$ cat config.mk
export PLATFORM = sky130hd
export DESIGN_NAME = gpu_mem_cpuvram_unpack
export DESIGN_NICKNAME = d
export VERILOG_FILES = /design/src/rtl/gpu_mem_cpuvram_unpack.sv
export SDC_FILE = /design/constraint.sdc
export NUM_CORES = 1
export LEC_CHECK = 0
export ABC_CLOCK_PERIOD_IN_PS = 12700
export BUFFER_PORTS_ARGS = -buffer_cell sky130_fd_sc_hd__clkbuf_2
export CELL_PAD_IN_SITES_DETAIL_PLACEMENT = 1
export CELL_PAD_IN_SITES_GLOBAL_PLACEMENT = 1
export CORE_ASPECT_RATIO = 0.5
export CORE_UTILIZATION = 48
export DETAILED_ROUTE_END_ITERATION = 12
export MAX_ROUTING_LAYER = met4
export PLACE_DENSITY_LB_ADDON = 0.1
export SLEW_MARGIN = 5
export SYNTH_ARGS = -nofsm -noshare
export SYNTH_HDL_FRONTEND = slang
export SYNTH_SLANG_ARGS = --single-unit
$ cat constraint.sdc
create_clock -name clk_i -period 12.7 [get_ports clk_i]
set_input_delay 2.54 -clock clk_i [delete_from_list [all_inputs] [get_ports clk_i]]
set_output_delay 2.54 -clock clk_i [all_outputs]
set_load 0.005 [all_outputs]
$ cat src/rtl/gpu_mem_cpuvram_unpack.sv
`default_nettype none
// +--------------------------------------------------------------------------+
// | gpu_mem_cpuvram_unpack : splits GP0 A0h data words into addressed pixels  |
// | Optional: GPU_CPUVRAM_MASK_EN forces pixel bit15 from the E6h mask latch  |
// | Revision: 1.0                                                             |
// +--------------------------------------------------------------------------+
module gpu_mem_cpuvram_unpack #(
  parameter int FIFO_W = 35,
  parameter int CNT_W  = 20
) (
  input  logic              clk_i,
  input  logic              rst_i,
  input  logic              start_i,
  input  logic [9:0]        rect_x_i,
  input  logic [8:0]        rect_y_i,
  input  logic [9:0]        rect_w_i,
  input  logic [8:0]        rect_h_i,
  input  logic              set_mask_i,
  input  logic              abort_i,
  input  logic [31:0]       word_i,
  input  logic              word_valid_i,
  output logic              word_ready_o,
  output logic [FIFO_W-1:0] fifo_data_o,
  output logic              fifo_push_o,
  input  logic              fifo_accept_i,
  output logic              busy_o,
  output logic              done_o
);

  typedef enum logic [1:0] {
    S_IDLE    = 2'd0,
    S_FETCH   = 2'd1,
    S_EMIT_LO = 2'd2,
    S_EMIT_HI = 2'd3
  } state_t;

  localparam logic [CNT_W-1:0] c_one = {{(CNT_W-1){1'b0}}, 1'b1};

  state_t           r_state;
  state_t           w_state_nxt;
  logic [9:0]       r_x0;
  logic [8:0]       r_y0;
  logic [10:0]      r_w;
  logic [9:0]       r_col;
  logic [8:0]       r_row;
  logic [CNT_W-1:0] r_rem;
  logic [31:0]      r_hold;
  logic             r_done;

  logic             w_emit;
  logic             w_acc;
  logic             w_last;
  logic             w_col_wrap;
  logic [9:0]       w_x;
  logic [8:0]       w_y;
  logic [15:0]      w_pix_raw;
  logic [15:0]      w_pix;
  logic [10:0]      w_w_eff;
  logic [9:0]       w_h_eff;
  logic [CNT_W-1:0] w_area;

  // Zero-sized dimensions encode the full VRAM extent.
  assign w_w_eff = (rect_w_i == 10'd0) ? 11'd1024 : {1'b0, rect_w_i};
  assign w_h_eff = (rect_h_i == 9'd0)  ? 10'd512  : {1'b0, rect_h_i};
  assign w_area  = {{(CNT_W-11){1'b0}}, w_w_eff} * {{(CNT_W-10){1'b0}}, w_h_eff};

  assign w_emit     = (r_state == S_EMIT_LO) || (r_state == S_EMIT_HI);
  assign w_acc      = w_emit && fifo_accept_i;
  assign w_last     = w_acc && (r_rem == c_one);
  assign w_col_wrap = (({1'b0, r_col} + 11'd1) == r_w);

  // Coordinates wrap naturally through 10/9-bit truncation.
  assign w_x       = r_x0 + r_col;
  assign w_y       = r_y0 + r_row;
  assign w_pix_raw = (r_state == S_EMIT_HI) ? r_hold[31:16] : r_hold[15:0];

`ifdef GPU_CPUVRAM_MASK_EN
  logic r_mask;
  assign w_pix = {w_pix_raw[15] | r_mask, w_pix_raw[14:0]};
`else
  logic w_unused_mask;
  assign w_unused_mask = set_mask_i;
  assign w_pix         = w_pix_raw;
`endif

  assign fifo_data_o  = {w_y, w_x, w_pix};
  assign fifo_push_o  = w_emit;
  assign word_ready_o = (r_state == S_FETCH);
  assign busy_o       = (r_state != S_IDLE);
  assign done_o       = r_done;

  always_comb begin
    w_state_nxt = r_state;
    case (r_state)
      S_IDLE:    if (start_i) w_state_nxt = S_FETCH;
      S_FETCH:   if (word_valid_i) w_state_nxt = S_EMIT_LO;
      S_EMIT_LO: if (w_acc) w_state_nxt = w_last ? S_IDLE : S_EMIT_HI;
      S_EMIT_HI: if (w_acc) w_state_nxt = w_last ? S_IDLE : S_FETCH;
      default:   w_state_nxt = S_IDLE;
    endcase
    if (abort_i) w_state_nxt = S_IDLE;
  end

  always_ff @(posedge clk_i) begin
    if (rst_i) r_state <= S_IDLE;
    else       r_state <= w_state_nxt;
  end

  always_ff @(posedge clk_i) begin
    if (rst_i) begin
      r_x0   <= '0;
      r_y0   <= '0;
      r_w    <= '0;
      r_col  <= '0;
      r_row  <= '0;
      r_rem  <= '0;
      r_hold <= '0;
      r_done <= 1'b0;
`ifdef GPU_CPUVRAM_MASK_EN
      r_mask <= 1'b0;
`endif
    end else begin
      r_done <= w_last && !abort_i;
      if (!abort_i) begin
        if ((r_state == S_IDLE) && start_i) begin
          r_x0  <= rect_x_i;
          r_y0  <= rect_y_i;
          r_w   <= w_w_eff;
          r_rem <= w_area;
          r_col <= '0;
          r_row <= '0;
`ifdef GPU_CPUVRAM_MASK_EN
          r_mask <= set_mask_i;
`endif
        end
        if ((r_state == S_FETCH) && word_valid_i) r_hold <= word_i;
        if (w_acc) begin
          r_rem <= r_rem - c_one;
          if (w_col_wrap) begin
            r_col <= '0;
            r_row <= r_row + 9'd1;
          end else begin
            r_col <= r_col + 10'd1;
          end
        end
      end
    end
  end

endmodule
`default_nettype wire

Word-level counts from Yosys, hierarchy flattened

Index checks and enable logic that the tools add are counted.

Add/subtract/negate cells: 6
$mul: 1
Equality and inequality tests: 9
Mux-type cells: 18
Bitwise gates (word level): 1
Reductions and logical operators: 17

Operator list:

| cell                                                                 | count |
|---|---|
| 10-bit two-way mux                                                   | 4 |
| 20-bit two-way mux                                                   | 2 |
| 9-bit two-way mux                                                    | 3 |
| 20-bit by 1-bit == test with 1-bit output, second input constant     | 1 |
| 11-bit by 10-bit multiplier with 20-bit output                       | 1 |
| 20-bit by 1-bit subtractor with 20-bit output, second input constant | 1 |
| 16-bit two-way mux                                                   | 1 |
| 10-bit by 1-bit adder with 11-bit output, second input constant      | 1 |
| 11-bit == test                                                       | 1 |
| 11-bit two-way mux                                                   | 1 |
| 10-bit by 1-bit adder with 10-bit output, second input constant      | 1 |
| 10-bit adder                                                         | 1 |
| 10-bit zero test                                                     | 1 |
| 2-bit two-way mux                                                    | 5 |
| 9-bit by 1-bit adder with 9-bit output, second input constant        | 1 |
| 9-bit adder                                                          | 1 |
| 9-bit zero test                                                      | 1 |
| 2-bit != test, second input constant                                 | 4 |
| 2-bit case mux with 4 select lines                                   | 1 |
| 2-bit AND reduction                                                  | 3 |
| 1-bit logical AND                                                    | 5 |
| 2-bit == test, second input constant                                 | 2 |
| 4-bit AND reduction                                                  | 1 |
| 2-bit nonzero test                                                   | 2 |
| other kinds (7)                                                      | 7 |

Bits in registers: 104
Input bits: 77
Word-level logic and storage cells: 61

Depth between registers and ports, before layout

Gate-level depths: netlist (run 1).

Depth after elaboration: 7
Gate-level depth with buffers: 22
Mapped depth without buffers: 21

Worst setup path before layout (run 1)

Ideal clock, no wire load.

Path type: in2reg
Start point: input rect_h_i[5]
End point: register r_rem[18]
Setup time: 0.070 ns
Arrival: 7.941 ns
Data required time: 12.630 ns
Setup slack: 4.689 ns
Cell stages on the path: 21
Path buffers: 1
Path through: nor4_1 > nand2_1 > nor4_1 > clkbuf_1 > nand2_1 > fa_1 > fa_1 > inv_1 > fa_1 > fa_1 > inv_1 > fa_1 > inv_1 > ha_1 > or2_2 > o22ai_1 > a21oi_2 > a31o_1 > or4_1 > a31o_1 > a21oi_1

Word-level cells in the longest chain between the ends: 5

RTL lines:

| what                                             | line | text |
|---|---|---|
| start: declaration                               | 17   | `input logic [8:0] rect_h_i,` |
| 9-bit zero test                                  | 64   | `assign w_h_eff = (rect_h_i == 9'd0) ? 10'd512 : {1'b0, rect_h_i};` |
| 10-bit two-way mux *                             | 64   |  |
| 11-bit by 10-bit multiplier with 20-bit output * | 65   | `assign w_area = {{(CNT_W-11){1'b0}}, w_w_eff} * {{(CNT_W-10){1'b0}}, w_h_eff};` |
| 20-bit two-way mux *                             | 125  | `if ((r_state == S_IDLE) && start_i) begin` |
| 20-bit two-way mux *                             | 137  | `if (w_acc) begin` |
| end signal: assignment                           | 129  | `r_rem <= w_area;` |
| end signal: assignment                           | 138  | `r_rem <= r_rem - c_one;` |
| end: declaration                                 | 46   | `logic [CNT_W-1:0] r_rem;` |

Every way passes the cells marked *; elsewhere a longest branch is shown, timed or not. The select of a mux whose other input is x is not followed.
A chain may end at the register's enable or synchronous reset.

Final worst setup path (run 1)

Same ends and word-level chain as after synthesis.

==> results_dict.tcl, run 1 <==
set metrics [dict create \
    synthArstFlopShare 0 \
    r2r-end "r_row[1]" \
    coreArea_sq_um 18600 \
    fp-row-count 35 \
    drc 0 \
    yosysTopAreaCell "dfxtp_1" \
    cp_max_fo 12 \
    cts_tree "built" \
    io_pins 116 \
    grt_antenna_before_repair 0 \
    multi_input_area_sq_um 6530 \
    syn_area_per_cell_sq_um 8.08 \
    skew_ps 15.0 \
    hold_path_startpoint "r_hold[28]" \
    numCtsBuffers 9 \
    min_to "r_hold[28]" \
    netlist.area_leader.share 0.227 \
    status "finished, final reports clean" \
    synth_cell_types 63 \
    slew_headroom 0.313 \
    first_pass_iters 5 \
    arrival_ps 8820 \
    required_ps 12980 \
    die-area_sq_um 19700 \
    min-delay-path-class "reg -> reg" \
    grtUsageTotal 0.271 \
    hpwl_um 18800 \
    seqPwrFrac 0.271 \
    synth_ff_type "dfxtp_1" \
    fin_crit_ps 8540 \
    gp_congestion 0.860 \
    fin_nets 1432 \
    fin_util 0.548 \
    initial_core_util 0.494 \
    setup_viol 0 \
    grt_pass1_vias 8484 \
    insertion_delay_ps 360 \
    maxSlewViolCount 0 \
    grt_first_pass_wirelength_um 41500 \
    areaGrowthSynthToFinish_pct 11.0 \
    path_class "in -> reg" \
    synthCells 1136 \
    antenna_left 0 \
    numClockSinks 104 \
    power.switching_uw 561 \
    r2r_start "r_col[0]" \
    ir_worst_vdd_v 0.0000879 \
    worstHoldPathCells 2 \
    rrSetupSlack_ps 9800 \
    drt_iter0_markers 434 \
    p_sw_frac 0.420 \
    power-per-cell-area_nw_per_um2 131 \
    finalSetupTns_ps 0 \
    clkPwrFrac 0.214 \
    power_leakage_nw 4.64 \
    die_y_um 99.8 \
    r2r_cells 8 \
    drt-total-wl_um 24700 \
    comb_power_share 0.514 \
    fmax_ghz 0.117 \
    synth_area_leaders "dfxtp_1, fa_1, ha_1" \
    p_int_uw 776 \
    io_buffers 114 \
    synth-edff-count 0 \
    drive_above_1_share 0.145 \
    cts.clk_slew.worst_paths_ps 80 \
    hold_viol 0 \
    period_share 0.672 \
    critPathCaptureType "flop" \
    maxCapViolations 0 \
    worstMarginPinSlew_ps 1030 \
    post_cts_buffers 0 \
    vias 8205 \
    clk_path_buf_depth 2 \
    holdBufCountCts 0 \
    layout.area.seq_sq_um 2080 \
    seq_area_frac_synth 0.227 \
    overflow 0 \
    ys_ff_latch 104 \
    nFillCells 2346 \
    htreeDepth 3 \
    cp-start-kind "input pin" \
    ctsResizeCount 0 \
    wl_per_cell_um 16.8 \
    die_x_um 198 \
    synth_nets 1358 \
    cts_root_buffer "clkbuf_16" \
    netlist_area_sq_um 9170 \
    yosys_warnings 0 \
    avgViaCountPerCell 5.57 \
    rsz0062_at_grt "no" \
    hold_ws_ps 457 \
    grt_max_degree 95 \
    diodes 0 \
]
how the worst max path moves through the flow:
stage               cells after the start         to         from  slack, ps
floorplan                              21  r_rem[18]  rect_h_i[5]       4690
global placement                       21  r_rem[18]  rect_h_i[5]       3900
detailed placement                     21  r_rem[18]  rect_h_i[5]       3790
CTS                                    21  r_rem[18]  rect_h_i[5]       4140
global route                           22  r_rem[19]  rect_h_i[5]       3820
finish                                 21  r_rem[18]  rect_h_i[5]       4160
cells by family (layout without fill, tap and decap cells):
group           after synthesis  count (layout)  share of synthesized area
buf+inv                     141             220                     0.0626
compound gates              235             235                      0.154
fa+ha+maj                   145             145                      0.256
xor+xnor                     50              50                     0.0511
simple gates                439             439                      0.223
flops                       104             104                      0.227
mux                          22              22                     0.0262
per-stage QoR:
stage	instances	total power, mW	setup WS (ps)	area (sq um)
after floorplan	1136	0.889	4690	9170
after global placement	1458	1.03	3900	9870
after detailed placement	1458	1.06	3790	9870
after CTS	1474	1.35	4140	10200
after global routing	1474	1.46	3820	10200
final	1474	1.34	4160	10200
routing by layer:
layer,wire length [um],global-route usage,vias to the layer above
met5,0,-,-
met4,399,0.0644,0
met3,795,0.0292,43
met2,12000,0.463,163
met1,11600,0.344,4054
li1,-,-,3945
layout by cell type, fill, tap and decap left out, types with 3 or more instances in the layout:
cell type and count:
nand3_1 15, a211oi_1 8, xnor2_1 34, ha_1 74, o21ai_1 8, and3_1 7, o21ai_0 40, fa_1 71
mux2_2 16, nand2_1 225, nand4_1 8, buf_4 8, a22oi_1 5, nor4_1 7, inv_6 3, a21o_1 12
nor2_1 55, nor3_1 18, a21boi_0 5, xor2_1 14, o31ai_1 3, nor2b_1 4, or4_1 3, clkbuf_2 113
o22ai_1 5, or3_1 3, clkbuf_16 9, a31oi_1 6, inv_1 82, o21a_1 5, and2_1 67, o311ai_0 4
mux2i_1 6, or2_2 5, nand2b_1 7, a21oi_1 109, dfxtp_1 104
state kept, by name, indices dropped and copies added, names as in the netlist:
name and count:
r_state 2, r_w 11, r_col 10, done_o 1
r_y0 9, r_row 9, r_rem 20, r_hold 32
r_x0 10
cells in the mapped netlist, types with 3 or more instances:
cell type  instances
o22ai_1            5
mux2i_1            6
a211oi_1           8
or4_1              3
mux2_2            16
nor2b_1            4
a21o_1            12
o31ai_1            3
nor2_1            57
nand2_1          225
or3_1              3
nor3_1            18
o21ai_0           40
nor4_1             8
a22oi_1            5
or2_2              5
a31oi_1            6
buf_6              6
xor2_1            14
nand3_1           15
xnor2_1           34
o21a_1             5
o21ai_1            8
inv_1             82
ha_1              74
and2_1            67
dfxtp_1          104
a21boi_0           5
nand4_1            8
fa_1              71
a21oi_1          109
and3_1             7
o311ai_0           4
clkbuf_1          53
nand2b_1           7
power groups by stage:
stage / Clock (mW) / Sequential, mW / Combinational, mW
2_1_floorplan: 0 / 0.365 / 0.524
3_3_place_gp: 0 / 0.369 / 0.660
3_5_place_dp: 0 / 0.370 / 0.688
4_1_cts: 0.295 / 0.362 / 0.693
5_1_grt: 0.307 / 0.366 / 0.783
6_report: 0.286 / 0.363 / 0.688
critical path: stages:
cell      delay [ps]
clkbuf_2         210
nor4_1           310
nand2_1          100
nor4_2           680
nand2_1          190
fa_1             540
fa_1             560
inv_1             60
fa_1             510
fa_1             550
inv_1             50
fa_1             530
inv_1             40
ha_1             230
or2_2            340
o22ai_1          150
a21oi_2           90
a31o_1           280
or4_1            480
a31o_1           230
a21oi_1          130
final cells by class:
cell class	count	area share
clock buffers	9	0.0221
clock inverters	7	0.00823
inverters	82	0.0302
multi-input cells	891	0.641
flip-flops and latches	104	0.204
well taps	259	0.0318
repair buffers	122	0.0619
Note: power is estimated with default switching activity, not from simulation.
==> run 2, diff against run 1 <==
ABC_AREA = 1   (was not set)
ABC_CLOCK_PERIOD_IN_PS = 7300   (was 12700)
CORE_UTILIZATION = 39   (was 48)
clock period = 7.3 ns   (was 12.7 ns; I/O delays follow)
==> results_dict.tcl, run 2 <==
set metrics [dict create \
    status "finished, final reports clean" \
    grt_first_pass_wirelength_um 47700 \
    seq_area_frac_synth 0.223 \
    avgViaCountPerCell 5.08 \
    largest_reg_flops 32 \
    slowest_delay_ps 560 \
    hpwl_um 22200 \
    synth_nets 1536 \
    synthArstFlopShare 0 \
    grtUsageTotal 0.249 \
    min-delay-path-class "reg -> reg" \
    post-place-cells 1695 \
    gp_congestion 0.852 \
    yosysTopAreaCell "dfxtp_1" \
    initial_core_util 0.403 \
    synth_cell_types 43 \
    arrival_ps 6870 \
    ctsResizeCount 0 \
    drive_above_1_share 0.132 \
    layout.cells.most_common_list "nand2_1, inv_1, nor2_1" \
    hold_viol 0 \
    areaGrowthSynthToFinish_pct 12.3 \
    reg_top3 "r_hold x32, r_rem x20, r_w x11" \
    maxCapViolations 0 \
    power.total_mw 2.45 \
    vias 8688 \
    antenna_left 0 \
    cp-start-kind "input pin" \
    netlist_area_sq_um 9350 \
    diodes 0 \
    crit_slowest_cell "fa_1" \
    critPathTopFamily "adder cells" \
    fmax_ghz 0.151 \
    coreArea_sq_um 23200 \
    required_ps 7550 \
    holdBufCountCts 0 \
    drt_iter0_markers 391 \
    cts_tree "built" \
    final_common_cell "nand2_1" \
    power-per-cell-area_nw_per_um2 233 \
    die-area_sq_um 24600 \
    drt-total-wl_um 28300 \
    synth_common_cells "nand2_1, inv_1, nor2_1" \
    yosysMostFrequentCell "nand2_1" \
    worst_path_most_repeated_cell "fa_1" \
    rsz0062_at_grt "no" \
    critPathCaptureType "flop" \
    clk_path_buf_depth 2 \
    io_buffers 114 \
    path_class "in -> reg" \
    regMostFlops "r_hold" \
    fin_crit_ps 6620 \
    slew_headroom 0.320 \
    skew_ps 10.5 \
    fp-row-count 39 \
    period_share 0.908 \
    maxSlewViolCount 0 \
    htreeDepth 3 \
    nFillCells 2995 \
    worstMarginPinSlew_ps 1010 \
    ys_ff_latch 104 \
    netlist.area_leader.share 0.223 \
    instances_no_fill 1711 \
    die_y_um 111 \
    grt_max_degree 65 \
    crit_chain "clkbuf_2 > nor3_1 > nand2_1 > inv_1 > nand2_1 > fa_1 > fa_1 > inv_1 > fa_1 > fa_1 > inv_1 > fa_1 > inv_1 > ha_1 > a21oi_1 > a21boi_0 > nand2_1 > a31oi_1 > o21ai_0 > nor2_1 > nor2_1 > nand2_1 > a21oi_1" \
    synth-edff-count 0 \
    grt_pass1_vias 9336 \
    wl_per_cell_um 16.5 \
    numCtsBuffers 9 \
    synth_area_leaders "dfxtp_1, fa_1, ha_1" \
    numClockSinks 104 \
    fin_nets 1621 \
    cts_root_buffer "clkbuf_16" \
    first_pass_iters 4 \
    cp_max_fo 12 \
    synth_ff_type "dfxtp_1" \
    power_leakage_nw 5.64 \
    io_pins 116 \
    insertion_delay_ps 360 \
    setup_viol 0 \
    post_cts_buffers 0 \
    finalSetupTns_ps 0 \
    critPathBufInv 5 \
    yosys_warnings 0 \
    grt_antenna_before_repair 0 \
    die_x_um 221 \
    synthCells 1314 \
    ir_worst_vdd_v 0.000131 \
    drc 0 \
    cts.clk_slew.worst_paths_ps 80 \
    overflow 0 \
    syn_area_per_cell_sq_um 7.11 \
]
[run 2: cell count changes in the layout (fill, tap and decap cells not counted), moves of 30 or more]
cell     delta
inv_1     +128
nor2_1    +128
o21ai_0    +70
and2_1     -66
a21oi_1    -30
nand3_1    +30
[run 2: worst min-delay path: cells and delay by family, from the launching register on]
family | cells | cell delay [ps]
AOI/OAI and AO/OA | 1 | 60
buffers and inverters | 1 | 70
DFF | 1 | 310
[run 2: where the power goes]
group          internal (mW)  switching [mW]  total, mW
sequential             0.604          0.0356      0.640
clock                  0.240           0.244      0.484
combinational          0.471           0.851       1.32
[run 2: cells by family (layout without fill, tap and decap cells)]
logic type,after synthesis,in the layout,share of synthesized area
and+or+nand+nor,507,507,0.226
muxes,16,16,0.0193
xor gates and xnor gates,41,41,0.0392
adders and majority gates,145,145,0.251
AOI/OAI and AO/OA,230,230,0.132
buffers and inverters,271,361,0.110
DFF,104,104,0.223
[run 2: metal layers]
metal	wire length (um)	track usage
met4	235	0.0513
met2	13500	0.422
met1	13900	0.321
met3	673	0.0298
met5	0	-
[run 2: per-stage QoR]
stage	util	hold WS [ps]	cell area, sq um	setup WS [ps]
floorplan	-	445	9350	1090
global placement	0.440	459	10200	365
detailed placement	0.440	472	10200	281
CTS	0.453	483	10500	678
global route	0.453	506	10500	216
finish	0.453	485	10500	675
[run 2: cell type report]
type / count / area [sq um] / area share
inverters: 217 / 820 / 0.0781
clock buffers: 9 / 225 / 0.0215
repair buffers: 128 / 676 / 0.0644
well taps: 307 / 384 / 0.0366
multi-input cells: 939 / 6240 / 0.595
clock inverters: 7 / 63.8 / 0.00608
flip-flops and latches: 104 / 2080 / 0.198
[run 2: worst paths after layout]
path	startpoint	to	slack, ps	depth (start not counted)
min reg2reg	r_w[8]	r_w[8]	480	2
min	r_w[8]	r_w[8]	480	2
max reg2reg	r_state[1]	r_rem[9]	3730	6
max	rect_h_i[0]	r_rem[13]	680	23
==> run 3, diff against run 2 <==
CORE_UTILIZATION = 40   (was 39)
CTS_BUF_LIST = sky130_fd_sc_hd__clkbuf_2 sky130_fd_sc_hd__clkbuf_4 sky130_fd_sc_hd__clkbuf_8   (was not set)
==> results_dict.tcl, run 3 (synthesized netlist as in run 2, its figures left out) <==
set metrics [dict create \
    status "finished, final reports clean" \
    fin_util 0.453 \
    drt-total-wl_um 27900 \
    htreeDepth 3 \
    grt_first_pass_wirelength_um 46000 \
    die-area_sq_um 24000 \
    startpoint "rect_h_i[3]" \
    setup_viol 0 \
    final_common_cell "nand2_1" \
    fp-row-count 39 \
    drt_iter0_markers 358 \
    power-per-cell-area_nw_per_um2 219 \
    initial_core_util 0.408 \
    cp-start-kind "input pin" \
    slew_headroom 0.303 \
    grt_pass1_vias 9238 \
    post_cts_buffers 0 \
    r2r_cells 7 \
    avgViaCountPerCell 5.11 \
    r2r_start "r_state[1]" \
    gp_congestion 0.851 \
    path_class "in -> reg" \
    min_to "r_w[8]" \
    antenna_left 0 \
    power.switching_mw 1.08 \
    cts_tree "built" \
    numCtsBuffers 9 \
    vias 8725 \
    layout.cells.most_common_list "nand2_1, inv_1, nor2_1" \
    insertion_delay_ps 400 \
    cts.clk_slew.worst_paths_ps 110 \
    grt_max_degree 50 \
    ctsResizeCount 0 \
    cts_root_buffer "clkbuf_8" \
    comb_power_share 0.555 \
    reg_top3 "r_hold x32, r_rem x20, r_w x11" \
    io_buffers 114 \
    skew_ps 15.1 \
    required_ps 7600 \
    rsz0062_at_grt "no" \
    grt_antenna_before_repair 1 \
    ir_worst_vdd_v 0.000101 \
    coreArea_sq_um 22900 \
    rrSetupSlack_ps 3620 \
    overflow 0 \
    worstMarginPinSlew_ps 1040 \
    instances_no_fill 1708 \
    wl_per_cell_um 16.3 \
    largest_reg_flops 32 \
    p_int_mw 1.19 \
    fin_nets 1617 \
    regMostFlops "r_hold" \
    die_x_um 218 \
    critPathCaptureType "flop" \
    cp_max_fo 12 \
    die_y_um 110 \
    maxCapViolations 0 \
    io_pins 116 \
    numClockSinks 104 \
    hold_path_startpoint "r_w[8]" \
    power_leakage_nw 5.57 \
    min-delay-path-class "reg -> reg" \
    pre_cts_ws_ps 279 \
    worstHoldPathCells 2 \
    holdBufCountCts 0 \
    drc 0 \
    first_pass_iters 4 \
    period_share 0.899 \
    hold_viol 0 \
    finalSetupTns_ps 0 \
    fin_crit_ps 6560 \
    areaGrowthSynthToFinish_pct 10.9 \
    clkPwrFrac 0.162 \
    fmax_ghz 0.152 \
    clk_path_buf_depth 2 \
    arrival_ps 6860 \
    seqPwrFrac 0.283 \
    grtUsageTotal 0.250 \
    drive_above_1_share 0.129 \
    r2r-end "r_col[5]" \
    fin_ws_ps 735 \
    maxSlewViolCount 0 \
    post-place-cells 1691 \
    p_sw_frac 0.475 \
    power.total_mw 2.26 \
    hpwl_um 21800 \
]
run 3: changes by cell type in the layout (fill, tap and decap cells not counted):
cell,change
clkbuf_16,-9
clkbuf_8,+9
buf_4,-4
diode_2,+1
inv_6,+1
inv_8,-1
run 3: routing by layer:
metal / vias up / wire (um) / track usage
li1: 4310 / - / -
met1: 4264 / 13800 / 0.318
met2: 125 / 13100 / 0.428
met3: 26 / 716 / 0.0348
met4: 0 / 350 / 0.0495
met5: - / 0 / -
run 3: worst max-delay path by stage:
stage,to,cells past startpoint
after floorplan,r_rem[13],25
after global placement,r_rem[13],24
after detailed placement,r_rem[13],26
after CTS,r_rem[13],26
after global routing,r_rem[15],25
final,r_rem[13],24
run 3: layout make-up:
class,count,area (sq um)
Tap cell,307,384
Multi-Input combinational cell,939,6240
Timing Repair Buffer,124,646
Sequential cell,104,2080
Clock inverter,7,61.3
Antenna cell,1,2.50
Fill cell,3005,12500
Inverter,217,820
Clock buffer,9,124
run 3: critical path, stage by stage:
cell      delay [ps]
clkbuf_2         220
nor2_1           160
nand2_1           70
nor3_1           160
nand2_1          110
buf_4            170
nor2_1           160
fa_1             450
fa_1             520
fa_1             520
fa_1             570
inv_1             60
fa_1             520
inv_1             40
ha_1             360
a21oi_1          210
a21boi_0         210
nand2_1          100
a31oi_1          300
o21ai_0          170
nor2_1           110
nor2_1            50
nand2_1          100
a21oi_1           60
run 3: through the flow:
stage	hold slack [ps]	cell area, sq um
floorplan	445	9350
global placement	461	10200
detailed placement	466	10200
CTS	483	10400
global route	531	10400
finish	486	10400
run 3: power groups by stage:
stage / clock, mW / combinational [mW] / sequential [mW]
2_1_floorplan: 0 / 0.887 / 0.640
5_1_grt: 0.399 / 1.45 / 0.647
4_1_cts: 0.377 / 1.27 / 0.640
3_5_place_dp: 0 / 1.26 / 0.653
3_3_place_gp: 0 / 1.23 / 0.650
6_report: 0.368 / 1.26 / 0.640
